[src/rtl/uart_tx_pkg.sv]
// Shared definitions for the memory-mapped UART transmitter.
// UART_TX_PARITY_EN adds an even-parity bit and a PARITY FSM state.
package uart_tx_pkg;

  localparam logic [1:0] REG_CTRL   = 2'd0;
  localparam logic [1:0] REG_STATUS = 2'd1;
  localparam logic [1:0] REG_DIV    = 2'd2;
  localparam logic [1:0] REG_TXDATA = 2'd3;

  localparam int unsigned CTRL_EN  = 0;
  localparam int unsigned CTRL_IE  = 1;
  localparam int unsigned CTRL_PAR = 2;

  localparam int unsigned ST_BUSY    = 0;
  localparam int unsigned ST_EMPTY   = 1;
  localparam int unsigned ST_FULL    = 2;
  localparam int unsigned ST_OVF     = 3;
  localparam int unsigned ST_CNT_LSB = 8;

`ifdef UART_TX_PARITY_EN
  localparam bit PARITY_EN = 1'b1;
`else
  localparam bit PARITY_EN = 1'b0;
`endif

  typedef enum logic [2:0] {
    S_IDLE,
    S_START,
    S_DATA,
    S_STOP
`ifdef UART_TX_PARITY_EN
    , S_PARITY
`endif
  } tx_state_e;

  function automatic logic parity_even(input logic [7:0] b);
    return ^b;
  endfunction

endpackage

[src/rtl/uart_tx_fifo.sv]
// Synchronous FIFO with first-word-fall-through head; DEPTH must be a power of two.
// Push while full is dropped; simultaneous push and pop keep the count.
module tx_fifo #(
  parameter int unsigned WIDTH = 8,
  parameter int unsigned DEPTH = 8
) (
  input  logic                     clk,
  input  logic                     rst,
  input  logic                     push_i,
  input  logic [WIDTH-1:0]         wdata_i,
  input  logic                     pop_i,
  output logic [WIDTH-1:0]         rdata_o,
  output logic                     full_o,
  output logic                     empty_o,
  output logic [$clog2(DEPTH):0]   count_o
);

  localparam int unsigned AW = $clog2(DEPTH);

  logic [WIDTH-1:0] mem_q [DEPTH];
  logic [AW-1:0]    wr_ptr_q, rd_ptr_q;
  logic [AW:0]      count_q;
  logic             do_push, do_pop;

  assign full_o  = (count_q == (AW+1)'(DEPTH));
  assign empty_o = (count_q == '0);
  assign count_o = count_q;
  assign rdata_o = mem_q[rd_ptr_q];

  assign do_push = push_i & ~full_o;
  assign do_pop  = pop_i & ~empty_o;

  always_ff @(posedge clk) begin
    if (do_push) mem_q[wr_ptr_q] <= wdata_i;
  end

  always_ff @(posedge clk or posedge rst) begin
    if (rst) begin
      wr_ptr_q <= '0;
      rd_ptr_q <= '0;
      count_q  <= '0;
    end else begin
      if (do_push) wr_ptr_q <= wr_ptr_q + AW'(1);
      if (do_pop)  rd_ptr_q <= rd_ptr_q + AW'(1);
      case ({do_push, do_pop})
        2'b10:   count_q <= count_q + (AW+1)'(1);
        2'b01:   count_q <= count_q - (AW+1)'(1);
        default: count_q <= count_q;
      endcase
    end
  end

endmodule

[src/rtl/uart_tx_dev.sv]
// Bridge-attached 8N1 UART transmitter: register file, TX FIFO, bit timer, shifter.
// Optional even parity selected by UART_TX_PARITY_EN.
module uart_tx_dev
  import uart_tx_pkg::*;
#(
  parameter int unsigned FIFO_DEPTH = 8,
  parameter int unsigned DIV_W      = 16
) (
  input  logic        clk,
  input  logic        reset,
  input  logic [29:0] Addr,
  input  logic        WE,
  input  logic [31:0] Din,
  output logic [31:0] Dout,
  output logic        IRQ,
  output logic        TxD
);

  localparam int unsigned CNT_W = $clog2(FIFO_DEPTH) + 1;

  logic             en_q, en_d, ie_q, ie_d, ovf_q, ovf_d;
  logic [DIV_W-1:0] div_q, div_d;

  tx_state_e        state_q;
  logic             txd_q;
  logic [DIV_W-1:0] bitcnt_q;
  logic [7:0]       shreg_q;
  logic [2:0]       idx_q;
`ifdef UART_TX_PARITY_EN
  logic             par_q;
`endif

  logic             wr_ctrl, wr_status, wr_div, push, pop;
  logic             full, empty, busy, bit_end;
  logic [CNT_W-1:0] count;
  logic [7:0]       head;

  logic unused_bits;
  assign unused_bits = ^{Addr[29:2], Din};

  assign wr_ctrl   = WE & (Addr[1:0] == REG_CTRL);
  assign wr_status = WE & (Addr[1:0] == REG_STATUS);
  assign wr_div    = WE & (Addr[1:0] == REG_DIV);
  assign push      = WE & (Addr[1:0] == REG_TXDATA);

  assign busy    = (state_q != S_IDLE);
  assign bit_end = (bitcnt_q == '0);
  // Pops happen only from IDLE or at the last cycle of STOP, so a cleared EN
  // lets the current frame finish without starting another.
  assign pop     = en_q & ~empty &
                   ((state_q == S_IDLE) | ((state_q == S_STOP) & bit_end));

  tx_fifo #(
    .WIDTH (8),
    .DEPTH (FIFO_DEPTH)
  ) u_fifo (
    .clk     (clk),
    .rst     (reset),
    .push_i  (push),
    .wdata_i (Din[7:0]),
    .pop_i   (pop),
    .rdata_o (head),
    .full_o  (full),
    .empty_o (empty),
    .count_o (count)
  );

  always_comb begin
    en_d  = en_q;
    ie_d  = ie_q;
    div_d = div_q;
    ovf_d = ovf_q;
    if (wr_ctrl) begin
      en_d = Din[CTRL_EN];
      ie_d = Din[CTRL_IE];
    end
    if (wr_div) div_d = Din[DIV_W-1:0];
    if (wr_status && Din[ST_OVF]) ovf_d = 1'b0;
    if (push && full) ovf_d = 1'b1;
  end

  always_ff @(posedge clk or posedge reset) begin
    if (reset) begin
      en_q  <= 1'b0;
      ie_q  <= 1'b0;
      div_q <= '0;
      ovf_q <= 1'b0;
    end else begin
      en_q  <= en_d;
      ie_q  <= ie_d;
      div_q <= div_d;
      ovf_q <= ovf_d;
    end
  end

  always_ff @(posedge clk or posedge reset) begin
    if (reset) begin
      state_q  <= S_IDLE;
      txd_q    <= 1'b1;
      bitcnt_q <= '0;
      shreg_q  <= '0;
      idx_q    <= '0;
`ifdef UART_TX_PARITY_EN
      par_q    <= 1'b0;
`endif
    end else begin
      case (state_q)
        S_IDLE: begin
          txd_q <= 1'b1;
          if (pop) begin
            state_q  <= S_START;
            txd_q    <= 1'b0;
            shreg_q  <= head;
            bitcnt_q <= div_q;
`ifdef UART_TX_PARITY_EN
            par_q    <= parity_even(head);
`endif
          end
        end
        S_START: begin
          if (bit_end) begin
            state_q  <= S_DATA;
            txd_q    <= shreg_q[0];
            shreg_q  <= shreg_q >> 1;
            idx_q    <= '0;
            bitcnt_q <= div_q;
          end else begin
            bitcnt_q <= bitcnt_q - DIV_W'(1);
          end
        end
        S_DATA: begin
          if (bit_end) begin
            bitcnt_q <= div_q;
            if (idx_q == 3'd7) begin
`ifdef UART_TX_PARITY_EN
              state_q <= S_PARITY;
              txd_q   <= par_q;
`else
              state_q <= S_STOP;
              txd_q   <= 1'b1;
`endif
            end else begin
              idx_q   <= idx_q + 3'd1;
              txd_q   <= shreg_q[0];
              shreg_q <= shreg_q >> 1;
            end
          end else begin
            bitcnt_q <= bitcnt_q - DIV_W'(1);
          end
        end
`ifdef UART_TX_PARITY_EN
        S_PARITY: begin
          if (bit_end) begin
            state_q  <= S_STOP;
            txd_q    <= 1'b1;
            bitcnt_q <= div_q;
          end else begin
            bitcnt_q <= bitcnt_q - DIV_W'(1);
          end
        end
`endif
        S_STOP: begin
          if (bit_end) begin
            if (pop) begin
              state_q  <= S_START;
              txd_q    <= 1'b0;
              shreg_q  <= head;
              bitcnt_q <= div_q;
`ifdef UART_TX_PARITY_EN
              par_q    <= parity_even(head);
`endif
            end else begin
              state_q <= S_IDLE;
              txd_q   <= 1'b1;
            end
          end else begin
            bitcnt_q <= bitcnt_q - DIV_W'(1);
          end
        end
        default: begin
          state_q <= S_IDLE;
          txd_q   <= 1'b1;
        end
      endcase
    end
  end

  always_comb begin
    Dout = '0;
    case (Addr[1:0])
      REG_CTRL: begin
        Dout[CTRL_EN]  = en_q;
        Dout[CTRL_IE]  = ie_q;
        Dout[CTRL_PAR] = PARITY_EN;
      end
      REG_STATUS: begin
        Dout[ST_BUSY]                = busy;
        Dout[ST_EMPTY]               = empty;
        Dout[ST_FULL]                = full;
        Dout[ST_OVF]                 = ovf_q;
        Dout[ST_CNT_LSB +: CNT_W]    = count;
      end
      REG_DIV:  Dout[DIV_W-1:0] = div_q;
      default:  Dout = '0;
    endcase
  end

  assign TxD = txd_q;
  assign IRQ = ie_q & empty & ~busy;

endmodule

[config.mk]
export PLATFORM = sky130hd
export DESIGN_NAME = uart_tx_dev
export DESIGN_NICKNAME = d
export VERILOG_FILES = /design/src/rtl/uart_tx_pkg.sv /design/src/rtl/uart_tx_fifo.sv /design/src/rtl/uart_tx_dev.sv
export SDC_FILE = /design/constraint.sdc
export NUM_CORES = 1
export LEC_CHECK = 0
export CORE_MARGIN = 2
export CORE_UTILIZATION = 25
export CTS_BUF_LIST = sky130_fd_sc_hd__clkbuf_4 sky130_fd_sc_hd__clkbuf_8 sky130_fd_sc_hd__clkbuf_16
export DETAILED_ROUTE_END_ITERATION = 16
export SLEW_MARGIN = 10
export SYNTH_ARGS = -nofsm -noshare
export SYNTH_HDL_FRONTEND = slang
export SYNTH_HIERARCHICAL = 1
export SYNTH_SLANG_ARGS = --single-unit
[constraint.sdc]
create_clock -name clk -period 9.4 [get_ports clk]
set_input_delay 1.88 -clock clk [delete_from_list [all_inputs] [get_ports clk]]
set_output_delay 1.88 -clock clk [all_outputs]
set_load 0.1 [all_outputs]
Yosys cells after proc, flatten, opt, wreduce, memory -nomap -nowiden --
Memory sizes are Yosys's and may differ from the RTL's. Index checks and enable logic that the tools add are counted.
Word-level totals: memories 1, memory bits (writable) 64, register bits after elaboration 60, input bits 65, output and inout port bits 34
Cells by class: add/subtract/negate cells 6, bitwise operators 15, reduce and logical (&&, ||, !) cells 17, muxes and demuxes 37, equal/unequal tests 16
Memories:
- u_fifo.mem_q | words 8, bits a word 8, rd ports 1, clocked after memory_dff 0, wr ports 1, RTL line uart_tx_fifo.sv:20 | logic [WIDTH-1:0] mem_q [DEPTH];
Operators with widths (number):
- $mux 16 | 3
- $pmux 16 s3 | 1
- $mux 8 | 5
- $pmux 8 s4 | 1
- $mux 3 | 8
- $logic_not 16->1 | 1
- $pmux 4 s2 | 2
- $sub 16x1->16 const B | 1
- $pmux 3 s4 | 1
- $and 1x1->1 | 11
- $mux 1 | 10
- $ne 2x2->1 const B | 5
- $reduce_and 5->1 | 2
- $add 3x1->3 const B | 3
- $pmux 3 s3 | 1
- $mux 4 | 2
- $eq 2x2->1 const B | 3
- $eq 3x2->1 const B | 2
- $pmux 3 s2 | 1
- $reduce_bool 2->1 | 3
- $reduce_bool 3->1 | 2
- $add 4x1->4 const B | 1
- $eq 2x1->1 const B | 2
- $eq 4x4->1 const B | 1
- other kinds (16) | 19

Longest topological paths before layout --
word-level depth 7, gate-level depth with buffers 14

By module --
Netlist, hierarchy kept.
By module, submodules not included:
- uart_tx_dev | sequential area each 1227.4 µm², area each 3513.4 µm², times used 1, cells an instance 384
- tx_fifo | sequential area each 2172.1 µm², area each 3135.5 µm², times used 1, cells an instance 161

Worst setup path before layout --
OpenSTA, ideal clock, no wires.
path kind input-to-output, from input port Addr[0], to output port Dout[2], buffers on the path 2, slack 3.626 ns, data arrival time 3.894 ns, required time 7.520 ns, stages on the path 6, path through inv_1 > ha_1 > clkbuf_1 > clkbuf_1 > a22oi_1 > nor2_1
Between the ends: cells in the longest elaborated chain, start to end 2, elaborated cells on any way between the ends 4, classes of those cells 2 x eq/ne; 1 x mux; 1 x reduce/logical
Ends and longest elaborated chain:
- start, declared | RTL line uart_tx_dev.sv:11 | input logic [29:0] Addr,
- $eq 2x2->1 (tied with other cells) | RTL line uart_tx_dev.sv:190 | case (Addr[1:0])
- $pmux 3 s3 (*) | RTL line uart_tx_dev.sv:190
- end, declared | RTL line uart_tx_dev.sv:14 | output logic [31:0] Dout,
Every way passes the cells marked *; elsewhere a longest branch is shown, timed or not.

Worst setup path after layout --
from input port Addr[0], to output port Dout[11]
Between the ends: cells in the longest elaborated chain, start to end 2, elaborated cells on any way between the ends 3, classes of those cells 2 x eq/ne; 1 x mux
Ends and longest elaborated chain (RTL line):
- $eq 2x2->1 / $eq 2x1->1 (equally long branches) | uart_tx_dev.sv:190
- $pmux 4 s2 (*) | uart_tx_dev.sv:190
Marked as above.

==> impl_metrics.py <==
metrics = {
    "global_route": {
        "gr-max-usage-layer": "met2",
        "grt_antenna_before_repair": 1,
        "gr-total-overflow": 0,
        "grt_use_met3": 0.02400,
        "grt_util_met2": 0.1712,
        "grt_pass1_wl_um": 24740,
        "grt_pass1_vias": 4339,
        "grt_max_degree": 50,
        "grt.met1_usage": 0.1589,
        "grtUsageTotal": 0.1146,
    },
    "synthesis": {
        "synth_cells": 545,
        "postSynth.asyncResetShare": 0.4797,
        "avgSynthCellArea_um2": 12.20,
        "yosys.cell_count.top_type": "edfxtp_1",
        "synth_top_area_frac": 0.2890,
        "yosys.area.top_type": "edfxtp_1",
        "yosys_register_bits": 123,
        "synth_common_cells": "64 x edfxtp_1, 58 x dfrtp_1, 35 x a21oi_1, 33 x nand2_1, 33 x nor2_1",
        "yosysWarnings": 6,
        "yosysUniqueCellTypes": 80,
        "synth-main-ff-cell": "edfxtp_1",
        "netlist_area_um2": 6649,
        "synth_edf_count": 64,
        "ys_seq_area_frac": 0.5113,
        "netlist_top_cells_area": "edfxtp_1 29%, dfrtp_1 22%, mux4_1 6.3%",
    },
    "timing": {
        "period_share": 0.6978,
        "hold_viol_final": 0,
        "fin_crit_ns": 6.559,
        "tns_ns": 0,
        "fmax_mhz": 152.5,
        "fin_worst_skew_ns": 0.007687,
        "slew_viol_final": 0,
        "setup_viol": 0,
        "rsz0062_at_grt": "false",
        "tightest_slew_ns": 1.046,
        "slew_headroom": 0.3007,
        "fin_ws_ns": 2.841,
    },
    "cts": {
        "cts_setup_buffers": 0,
        "clk_pin_slew_worst_paths_ns": 0.06,
        "clockBufferDepth": 2,
        "cts_resized": 0,
        "cts_hold_buf": 0,
        "cts_tree": "yes",
        "clkSinkCount": 123,
        "h-tree-depth": 4,
        "clkLatencyLatePin_ns": 0.42,
        "cts_root_buffer": "clkbuf_16",
        "numCtsBuffers": 17,
    },
    "outcome": {
        "status": "completed",
    },
    "die": {
        "rows": 59,
        "io-pin-count": 99,
        "design.core.area_um2": 26060,
        "start_util": 0.2551,
        "die-area_um2": 27920,
        "dieHeight_um": 167.1,
        "dieWidth_um": 167.1,
    },
    "worst_setup_path": {
        "crit_fanout": 17,
        "slowest_delay_ns": 1.16,
        "startpoint_type": "input pin",
        "cp-end-kind": "output port",
        "cpMaxStageDelayCell": "clkdlybuf4s50_1",
        "cp.arrival_ns": 4.68,
        "worst_path_most_repeated_cell": "clkdlybuf4s50_1",
        "crit_family": "buffers and inverters",
        "worstPathRequired_ns": 7.52,
        "crit_chain": "clkdlybuf4s50_1 > inv_1 > ha_1 > a22oi_1 > nor2b_1 > clkdlybuf4s50_1",
        "critPathKind": "in -> out",
        "crit_buf_inv": 3,
    },
    "pwr": {
        "power_density_nw_per_um2": 326.6,
        "p_leak_nw": 2.953,
        "max-vdd-ir-drop_uv": 157.2,
        "finalPower_w": 0.002562,
    },
    "hold_path": {
        "min_path_type": "reg -> reg",
    },
    "final_layout": {
        "drive_above_1_share": 0.1387,
        "nets": 657,
        "syn2layout_area_growth_pct": 17.97,
        "layout.cells.non_filler": 920,
        "stdcell_area_um2": 7844,
    },
    "drt": {
        "postRouteAntennaNets": 0,
        "dr.pass1.iters": 5,
        "viasPerCell": 4.883,
        "wl_per_cell_um": 16.85,
        "drt-total-wl_um": 15510,
        "drc": 0,
        "vias": 4492,
        "drt_iter0_drc": 324,
    },
    "placed_design": {
        "dpl_cell_area_um2": 7224,
        "place.gp.congestion": 0.8573,
        "io_buffers": 38,
        "dpl.cell_count": 887,
        "dpl.hpwl_um": 10370,
        "preCtsSetupSlack_ns": 2.845,
    },
    "flow_run": {
        "drv_cap": 0,
    },
}
-- per-stage QoR --
| stage | utilization | hold WS, ns |
|---|---|---|
| floorplan | - | 0.4666 |
| global placement | 0.2772 | 0.4931 |
| detailed placement | 0.2772 | 0.5101 |
| CTS | 0.3009 | 0.5180 |
| global route | 0.3010 | 0.5446 |
| finish | 0.3010 | 0.5167 |
-- final timing paths --
path | from | end | slack [ns] | cells after the start
max | Addr[0] | Dout[11] | 2.84 | 6
min | u_fifo/wr_ptr_q[0] | u_fifo/wr_ptr_q[0] | 0.52 | 1
max reg2reg | u_fifo/count_o[0] | u_fifo/count_o[3] | 5.13 | 12
min reg2reg | u_fifo/wr_ptr_q[0] | u_fifo/wr_ptr_q[0] | 0.52 | 1
max in group asynchronous | reset | bitcnt_q[5] | 6.97 | 3
min in group asynchronous | reset | u_fifo/wr_ptr_q[0] | 1.83 | 2
-- worst reg2reg max path, cell delays in order (launching register included) --
cell	delay [ns]
dfrtp_1	0.47
nor4_1	0.62
nor2b_1	0.24
nand2_1	0.18
o21a_1	0.47
clkinv_4	0.22
o41ai_2	0.14
inv_1	0.18
ha_1	0.33
ha_1	0.38
or4b_2	0.62
o311ai_0	0.14
o211ai_1	0.15
-- report_power, final --
part           internal, W  switching (W)  total, W
clock             0.000426       0.000253  0.000679
sequential        0.000675       0.000162  0.000837
combinational     0.000423       0.000623   0.00105
-- state kept, by name, summed over array words and instances, names as in the netlist --
register         cells
u_fifo/wr_ptr_q      3
u_fifo/rd_ptr_q      3
u_fifo/count_o       4
ovf_q                1
en_q                 1
idx_q                3
div_q               16
ie_q                 1
u_fifo/mem_q        64
shreg_q              8
bitcnt_q            16
TxD                  1
state_q              2
-- per-layer routing --
layer,wire [um],share of wire,up-vias
met5,0,0,-
met3,739,0.048,20
met1,7415,0.48,2227
met2,7019,0.45,150
li1,-,-,2095
met4,331,0.021,0
-- placed cells by master, fill, tap and decap left out, types with 8 or more instances in the layout --
master,instances
dfrtp_1,58
o21ai_0,28
mux2i_1,9
nand3_1,10
mux2_2,29
clkdlybuf4s50_1,38
inv_1,19
conb_1,16
nor2_1,33
xnor2_1,9
a22oi_1,8
and2_1,11
nor2b_1,8
ha_1,20
nand2_1,33
a21oi_1,35
clkbuf_16,17
edfxtp_1,64
mux4_1,16
-- cell families (layout without fill, tap and decap cells) --
logic type,after synthesis,after routing,share of synthesized area
adder cells (fa/ha/maj),21,21,0.04065
XOR/XNOR,13,13,0.01712
AO/OA/AOI/OAI,127,127,0.1321
AND/OR/NAND/NOR,138,138,0.1150
multiplexers,54,54,0.1259
flip-flops,123,123,0.5113
other,1,17,0.0005640
buffers and inverters,68,92,0.05739
-- final cells by class --
type                    instances  area [um^2]
fillers                      2644        18220
flip-flops and latches        123         3400
multi-input cells             369         2934
clock buffers                  18        432.9
well taps                     335        419.2
repair buffers                 39        387.9
clock inverters                14        183.9
inverters                      21        83.83
diodes                          1        2.502
Note: power is estimated with default switching activity, not from simulation.
